`config.mk`:
```
export PLATFORM = sky130hd
export DESIGN_NAME = vga_fb_arbiter
export DESIGN_NICKNAME = d
export VERILOG_FILES = /design/src/rtl/vga_pkg.sv /design/src/rtl/sync_fifo.sv /design/src/rtl/vga_fb_arbiter.sv
export SDC_FILE = /design/constraint.sdc
export NUM_CORES = 1
export LEC_CHECK = 0
export CORE_UTILIZATION = 56
export CTS_BUF_LIST = sky130_fd_sc_hd__clkbuf_16
export DETAILED_ROUTE_END_ITERATION = 10
export PLACE_DENSITY = 0.87
export SYNTH_ARGS = -nofsm -noshare
export SYNTH_HDL_FRONTEND = slang
export SYNTH_HIERARCHICAL = 1
export SYNTH_SLANG_ARGS = --single-unit
```
`constraint.sdc`:
```
create_clock -name clk_i -period 6.2 [get_ports clk_i]
set_input_delay 1.24 -clock clk_i [delete_from_list [all_inputs] [get_ports clk_i]]
set_output_delay 1.24 -clock clk_i [all_outputs]
set_load 0.01 [all_outputs]
```
`src/rtl/vga_pkg.sv`:
```
// vga_pkg: shared framebuffer widths and scheduler state encodings
package vga_pkg;
  localparam int FB_ADDR_W = 16;
  localparam int PIX_W = 12;
  localparam logic [1:0] S_IDLE = 2'd0;
  localparam logic [1:0] S_RD = 2'd1;
  localparam logic [1:0] S_WR = 2'd2;
endpackage

```
`src/rtl/sync_fifo.sv`:
```
// sync_fifo: single-clock FIFO, registered head, no fall-through
module sync_fifo #(
  parameter int WIDTH = 28,
  parameter int DEPTH = 4
) (
  input  logic                     clk,
  input  logic                     rst_n,
  input  logic                     push,
  input  logic                     pop,
  input  logic [WIDTH-1:0]         din,
  output logic [WIDTH-1:0]         dout,
  output logic                     full,
  output logic                     empty,
  output logic [$clog2(DEPTH):0]   level
);
  localparam int AW = $clog2(DEPTH);
  localparam int LW = AW + 1;
  logic [WIDTH-1:0] mem [DEPTH];
  logic [AW-1:0] wr_ptr, rd_ptr;
  assign full = level == LW'(DEPTH);
  assign empty = level == '0;
  assign dout = mem[rd_ptr];
  // storage array needs no reset; occupancy decides what is valid
  always_ff @(posedge clk)
    if (push) mem[wr_ptr] <= din;
  // pointers wrap naturally at the power-of-two depth
  always_ff @(posedge clk or negedge rst_n)
    if (!rst_n) begin
      wr_ptr <= '0;
      rd_ptr <= '0;
      level <= '0;
    end else begin
      wr_ptr <= wr_ptr + AW'(push);
      rd_ptr <= rd_ptr + AW'(pop);
      level <= level + LW'(push) - LW'(pop);
    end
endmodule

```
`src/rtl/vga_fb_arbiter.sv`:
```
// vga_fb_arbiter: single-port framebuffer share, scan-out reads over buffered host writes
module vga_fb_arbiter
  import vga_pkg::*;
#(
  parameter int ADDR_W = FB_ADDR_W,
  parameter int DATA_W = PIX_W,
  parameter int FIFO_DEPTH = 4
) (
  input  logic                          clk_i,
  input  logic                          rst_n_i,
  input  logic                          disp_req_i,
  input  logic [ADDR_W-1:0]             disp_addr_i,
  output logic                          disp_vld_o,
  output logic [DATA_W-1:0]             disp_data_o,
  input  logic                          host_valid_i,
  input  logic [ADDR_W-1:0]             host_addr_i,
  input  logic [DATA_W-1:0]             host_data_i,
  output logic                          host_ready_o,
  output logic                          mem_en_o,
  output logic                          mem_we_o,
  output logic [ADDR_W-1:0]             mem_addr_o,
  output logic [DATA_W-1:0]             mem_wdata_o,
  input  logic [DATA_W-1:0]             mem_rdata_i,
  output logic [$clog2(FIFO_DEPTH):0]   fifo_level_o,
  output logic                          ovf_o
);
  logic [1:0] state, nxt;
  logic full, empty, push, pop;
  logic [ADDR_W+DATA_W-1:0] head;
  logic [2:0] vld_sr;
  assign host_ready_o = !full;
  assign push = host_valid_i && !full;
  assign nxt = disp_req_i ? S_RD : !empty ? S_WR : S_IDLE;
  assign pop = nxt == S_WR;
  assign mem_en_o = state != S_IDLE;
  assign mem_we_o = state == S_WR;
  assign disp_vld_o = vld_sr[2];

  sync_fifo #(.WIDTH(ADDR_W + DATA_W), .DEPTH(FIFO_DEPTH)) u_fifo (
    .clk(clk_i),
    .rst_n(rst_n_i),
    .push(push),
    .pop(pop),
    .din({host_addr_i, host_data_i}),
    .dout(head),
    .full(full),
    .empty(empty),
    .level(fifo_level_o)
  );

  // scheduler: register the chosen access; address/data hold while idle
  always_ff @(posedge clk_i or negedge rst_n_i)
    if (!rst_n_i) begin
      state <= S_IDLE;
      mem_addr_o <= '0;
      mem_wdata_o <= '0;
    end else begin
      state <= nxt;
      if (nxt == S_RD) mem_addr_o <= disp_addr_i;
      else if (nxt == S_WR) {mem_addr_o, mem_wdata_o} <= head;
    end
  // read-valid pipeline: capture RAM data on the stage before the strobe
  always_ff @(posedge clk_i or negedge rst_n_i)
    if (!rst_n_i) begin
      vld_sr <= '0;
      disp_data_o <= '0;
    end else begin
      vld_sr <= {vld_sr[1:0], disp_req_i};
      if (vld_sr[1]) disp_data_o <= mem_rdata_i;
    end
  // sticky overflow on any refused host offer
  always_ff @(posedge clk_i or negedge rst_n_i)
    if (!rst_n_i) ovf_o <= 1'b0;
    else if (host_valid_i && full) ovf_o <= 1'b1;
endmodule

```
# ---- Yosys cells after proc, flatten, opt, wreduce, memory -nomap -nowiden
# Memories as Yosys holds them, arrays and structs flattened.
# Cells that the tools add are included.
dict set report classes {
  add_sub_neg 4
  n_reduce_logical 7
  mux 6
  n_eq_ne 4
  bitwise 1
}
# cell count
set op_table {}
lappend op_table {{two-way mux 16 bit} 2}
lappend op_table {{adder 2 x 1 -> 2 bit} 2}
lappend op_table {{equality test 2 bit (second input constant)} 2}
lappend op_table {{two-way mux 2 bit} 2}
lappend op_table {{nonzero test 2 bit} 2}
lappend op_table {{adder 3 x 1 -> 3 bit} 1}
lappend op_table {{equality test 3 bit (second input constant)} 1}
lappend op_table {{logical NOT 3 bit} 1}
lappend op_table {{subtractor 3 x 1 -> 3 bit} 1}
lappend op_table {{equality test 2 x 1 -> 1 bit (second input constant)} 1}
lappend op_table {{logical AND 1 bit} 2}
lappend op_table {{two-way mux 1 bit} 2}
lappend op_table {{AND reduction 2 bit} 1}
lappend op_table {{logical NOT 1 bit} 1}
lappend op_table {{NOT 1 bit} 1}
dict set report totals {
  mem_count 1
  word_cells 32
  reg_bits 53
  mem_bits_rw 112
}
# memory depth word_bits rd rd_clocked_by_memory_dff wr line_no
set mem_list {}
lappend mem_list {u_fifo.mem 4 28 1 0 1 sync_fifo.sv:18} ;# logic [WIDTH-1:0] mem [DEPTH];

# ---- Logic depth before layout (Yosys ltp)
dict set report logic_depth {
  ltp_word 6
  depth_mapped 9
  mapped_depth_nobuf 7
}

# ---- Hierarchy
# Netlist, hierarchy kept.
# mod seq_area_each_um2 instances cells_per_inst area_each_um2
set modules_own_cells {}
lappend modules_own_cells {sync_fifo 3538.4 1 171 4434.3}
lappend modules_own_cells {vga_fb_arbiter 1126.1 1 130 1818.0}

# ---- Worst setup path before layout
# No wires, ideal clock.
dict set report synth_path {
  kind {input port to flip-flop}
  from {input host_valid_i}
  to {memory u_fifo.mem[0][0], enable pin}
  n_path_buf 0
  stages 2
  arrival_time_ps 3636
  slack_ps 2110
  required_ps 5746
  cell_sequence {nor2b_1 > nor3b_1}
}
dict set report synth_via {
  elab_chain_len 3
}
# element line_no
set synth_rtl {}
lappend synth_rtl {{start: declaration} vga_fb_arbiter.sv:15} ;# input logic host_valid_i,
lappend synth_rtl {{logical AND 1 bit} vga_fb_arbiter.sv:32} ;# assign push = host_valid_i && !full;
lappend synth_rtl {{two-way mux 1 bit} sync_fifo.sv:25} ;# if (push) mem[wr_ptr] <= din;
lappend synth_rtl {{two-way mux 1 bit (implied by the code)} sync_fifo.sv:25}
lappend synth_rtl {{end: declaration} sync_fifo.sv:18}
# Every way passes these cells.

# ---- Worst setup path after layout
dict set report layout_path {
  from {input host_valid_i}
  to {memory u_fifo.mem[0][12], enable pin}
}
dict set report layout_via {
  elab_chain_len 3
}
# element line_no
set layout_rtl {}
lappend layout_rtl {{logical AND 1 bit} vga_fb_arbiter.sv:32}
lappend layout_rtl {{named net push} vga_fb_arbiter.sv:28} ;# logic full, empty, push, pop;
lappend layout_rtl {{two-way mux 1 bit} sync_fifo.sv:25}
lappend layout_rtl {{two-way mux 1 bit (implied by the code)} sync_fifo.sv:25}
# The timed path passes the listed nets, and every way through them passes these cells.

==> summary.txt <==
Outcome
  – Status: completed

Power and ir drop
  – Switching pwr: 0.982 mW
  – Int Power: 2.65 mW
  – Peak supply drop: 0.000299 V
  – Sw Ratio: 27.0%
  – Power per cell area: around 450 mW/mm^2
  – P_leak: 2.95 nW
  – Seq pwr share: 45.5%
  – Clock share of power: roughly 28%
  – Comb power frac: about a quarter

Routing
  – DRC: 0
  – Vias per Instance: 5.74
  – Routed Antenna Nets: 0
  – Routed len/inst: 21.5 um
  – First-pass DRT Iterations: 4
  – Vias after detailed routing: 3284
  – Initial drt markers: ~190
  – Total wire length: 12300 um

Critical path
  – CP Data Required Time: 6.30 ns
  – R2r setup slk: 3.39 ns
  – Crit-path max FO: 15
  – Crit-path cells: clkdlybuf4s50_1 > nor2b_1 > nor3b_2 > buf_4
  – Element type at the critical path start: primary input
  – Worst Path Arrival: between 3 and 4 ns
  – CP max-delay cell: nor3b_2
  – Crit path kind: in2reg
  – Crit end category: register
  – Critical Path Max Stage Delay: between 1 and 1.5 ns
  – Buf/Inv on CP: 2
  – Delay-heaviest family, CP: simple AND/OR/NAND/NOR gates

Final layout
  – P&R area growth vs syn: 28.1%
  – Commonest non-fill, non-tap cell in the layout: edfxtp_1
  – Post-Layout Cell Count: 572
  – Most frequent cells in the layout: edfxtp_1 (112), clkdlybuf4s50_1 (106), dfrtp_1 (51)
  – Filler instances: 618
  – N_diodes: 0
  – Final nets: between 400 and 500
  – Design area: 0.00801 mm^2
  – Register Area: 0.00467 mm^2
  – Layout cells sized above 1: 19.4%
  – Multi-input logic area: 0.00147 mm^2

Synthesis
  – Sequential area share after synthesis: 74.6%
  – Avg Cell Area, Syn: approximately 21 um^2
  – Syn nets: 366
  – Synthesized flop and latch total: 164
  – Post-synthesis cell area: 0.00625 mm^2
  – Synth warnings: 6
  – Cells after synthesis: between 300 and 400
  – Synth cell types: 27

CTS
  – Post CTS Setup Buffer Count: 0
  – PostCTS Resize Cnt: 0
  – Clock Tree Buf Depth: 2
  – TritonCTS buffer count: 17
  – Clock Root Buffer: clkbuf_16
  – Clk_lat worst skew: 0.42 ns
  – CTS sink count: 164
  – # hold bufs at CTS: 0
  – CTS clk-pin slew, worst paths: 0.06 ns
  – Htree depth: 4
  – CTS tree: yes

Floorplan
  – Core ar.: 0.0108 mm^2
  – I/O pins: 108
  – Die W: 108 um
  – Starting density of the core: between 50% and 60%
  – Chip height: 108 um
  – Die area: 0.0116 mm^2
  – Floorplan row count: 38

GRT
  – First-pass GRT wire length: 18600 um
  – Largest net degree at the start of global routing: between 50 and 60
  – Gr usage total: between 20 and 25%
  – Initial antenna violation count: 0
  – Vias in the first global route: between 3000 and 4000
  – Grt ovf: 0

Timing
  – Worst Max-Slew Pin Slew: 1.27 ns
  – Clock skew: 0.00875 ns
  – Final period util: 56.8%
  – Final Hold Viols: 0
  – Setup TNS: 0 ns
  – Fmax: 284 MHz
  – Tmin final: 3.52 ns
  – Slew HR: 15.2%
  – Max-slew violation count: 0
  – Finish-stage setup viols: 0
  – RSZ-0062 raised after global routing: false

Placed design
  – DP Cell Count: 540
  – Post-DP HPWL: 7320 um
  – Input/output buffers: between 100 and 150
  – RePlAce Congestion: slightly below 0.7
  – Area after DPL: 0.00743 mm^2

Hold path
  – Worst min path class: reg2reg

Job
  – MaxCap Viol Count: 0
[power by group through the flow]
stage | sequential [mW] | clock [mW] | combinational [mW]
finish | 1.66 | 1.01 | 0.971
global route | 1.68 | 1.07 | 1.03
CTS | 1.66 | 1.02 | 0.985
detailed placement | 1.66 | 0 | 0.967
global placement | 1.64 | 0 | 0.928
floorplan | 1.61 | 0 | 0.628
[flip-flops by register name, summed over array words and instances (netlist names), 2 cells and up]
name and flops:
u_fifo/rd_ptr 2, u_fifo/mem 112, u_fifo/level 3, state 2, disp_data_o 12, mem_addr_o 16, mem_wdata_o 12, vld_sr 2
u_fifo/wr_ptr 2
[per-layer routing]
metal,track usage [%],vias up,wire length (um)
met5,0,-,0
met4,10.4,0,310
met3,5.81,32,815
met2,38.6,156,6390
met1,28.3,1674,4770
li1,-,1422,-
[cell families after synthesis]
group	after synthesis	share of synthesized area [%]
mux	68	18.0
xor+xnor	3	0.640
compound gates	17	1.40
flops	164	74.6
buf+inv	18	2.10
simple gates	26	2.14
fa+ha+maj	5	1.12
[cell usage after synthesis]
master / count / area share (%)
edfxtp_1: 112 / 54
nor2b_1: 2 / 0.20
ha_1: 4 / 0.80
buf_6: 3 / 0.54
nand2_1: 16 / 0.96
mux2_4: 9 / 2.2
xor2_1: 2 / 0.28
inv_1: 5 / 0.30
buf_4: 1 / 0.12
fa_1: 1 / 0.32
clkbuf_1: 3 / 0.18
mux4_1: 8 / 3.4
nor3b_1: 2 / 0.24
a21o_1: 1 / 0.12
nor3_1: 1 / 0.080
nor2_4: 1 / 0.18
mux2_2: 15 / 2.7
mux2i_1: 16 / 2.6
buf_12: 2 / 0.64
or2_2: 1 / 0.10
dfrtp_1: 52 / 21
mux4_2: 20 / 7.2
xnor3_1: 1 / 0.36
and3b_1: 2 / 0.28
and3_1: 1 / 0.10
buf_2: 4 / 0.32
o21ai_0: 16 / 1.3
[final cells by class]
cell class | instances | share of cell area, %
Sequential cell | 164 | 58.3
Multi-Input combinational cell | 119 | 18.4
Timing Repair Buffer | 112 | 13.8
Clock buffer | 17 | 5.31
Clock inverter | 15 | 1.87
Inverter | 5 | 0.234
Tap cell | 140 | 2.19
[per-stage QoR]
step	worst slack [ns]	utilization, %	total power, mW	hold slack [ns]
finish	2.68	73.9	3.63	0.410
global route	2.53	73.9	3.79	0.436
CTS	2.68	73.9	3.67	0.416
detailed placement	2.28	68.6	2.63	0.400
global placement	2.41	68.6	2.57	0.377
floorplan	2.11	-	2.24	0.367
[final timing paths]
check,start,to,depth (start not counted)
min,state[0],vld_sr[1],0
min reg2reg,state[0],vld_sr[1],0
max in group asynchronous,rst_n_i,u_fifo/rd_ptr[0],2
max reg2reg,u_fifo/level[2],u_fifo/mem[0][12],4
min in group asynchronous,rst_n_i,mem_wdata_o[8],2
max,host_valid_i,u_fifo/mem[0][12],4
(Power assumes the default switching activity.)
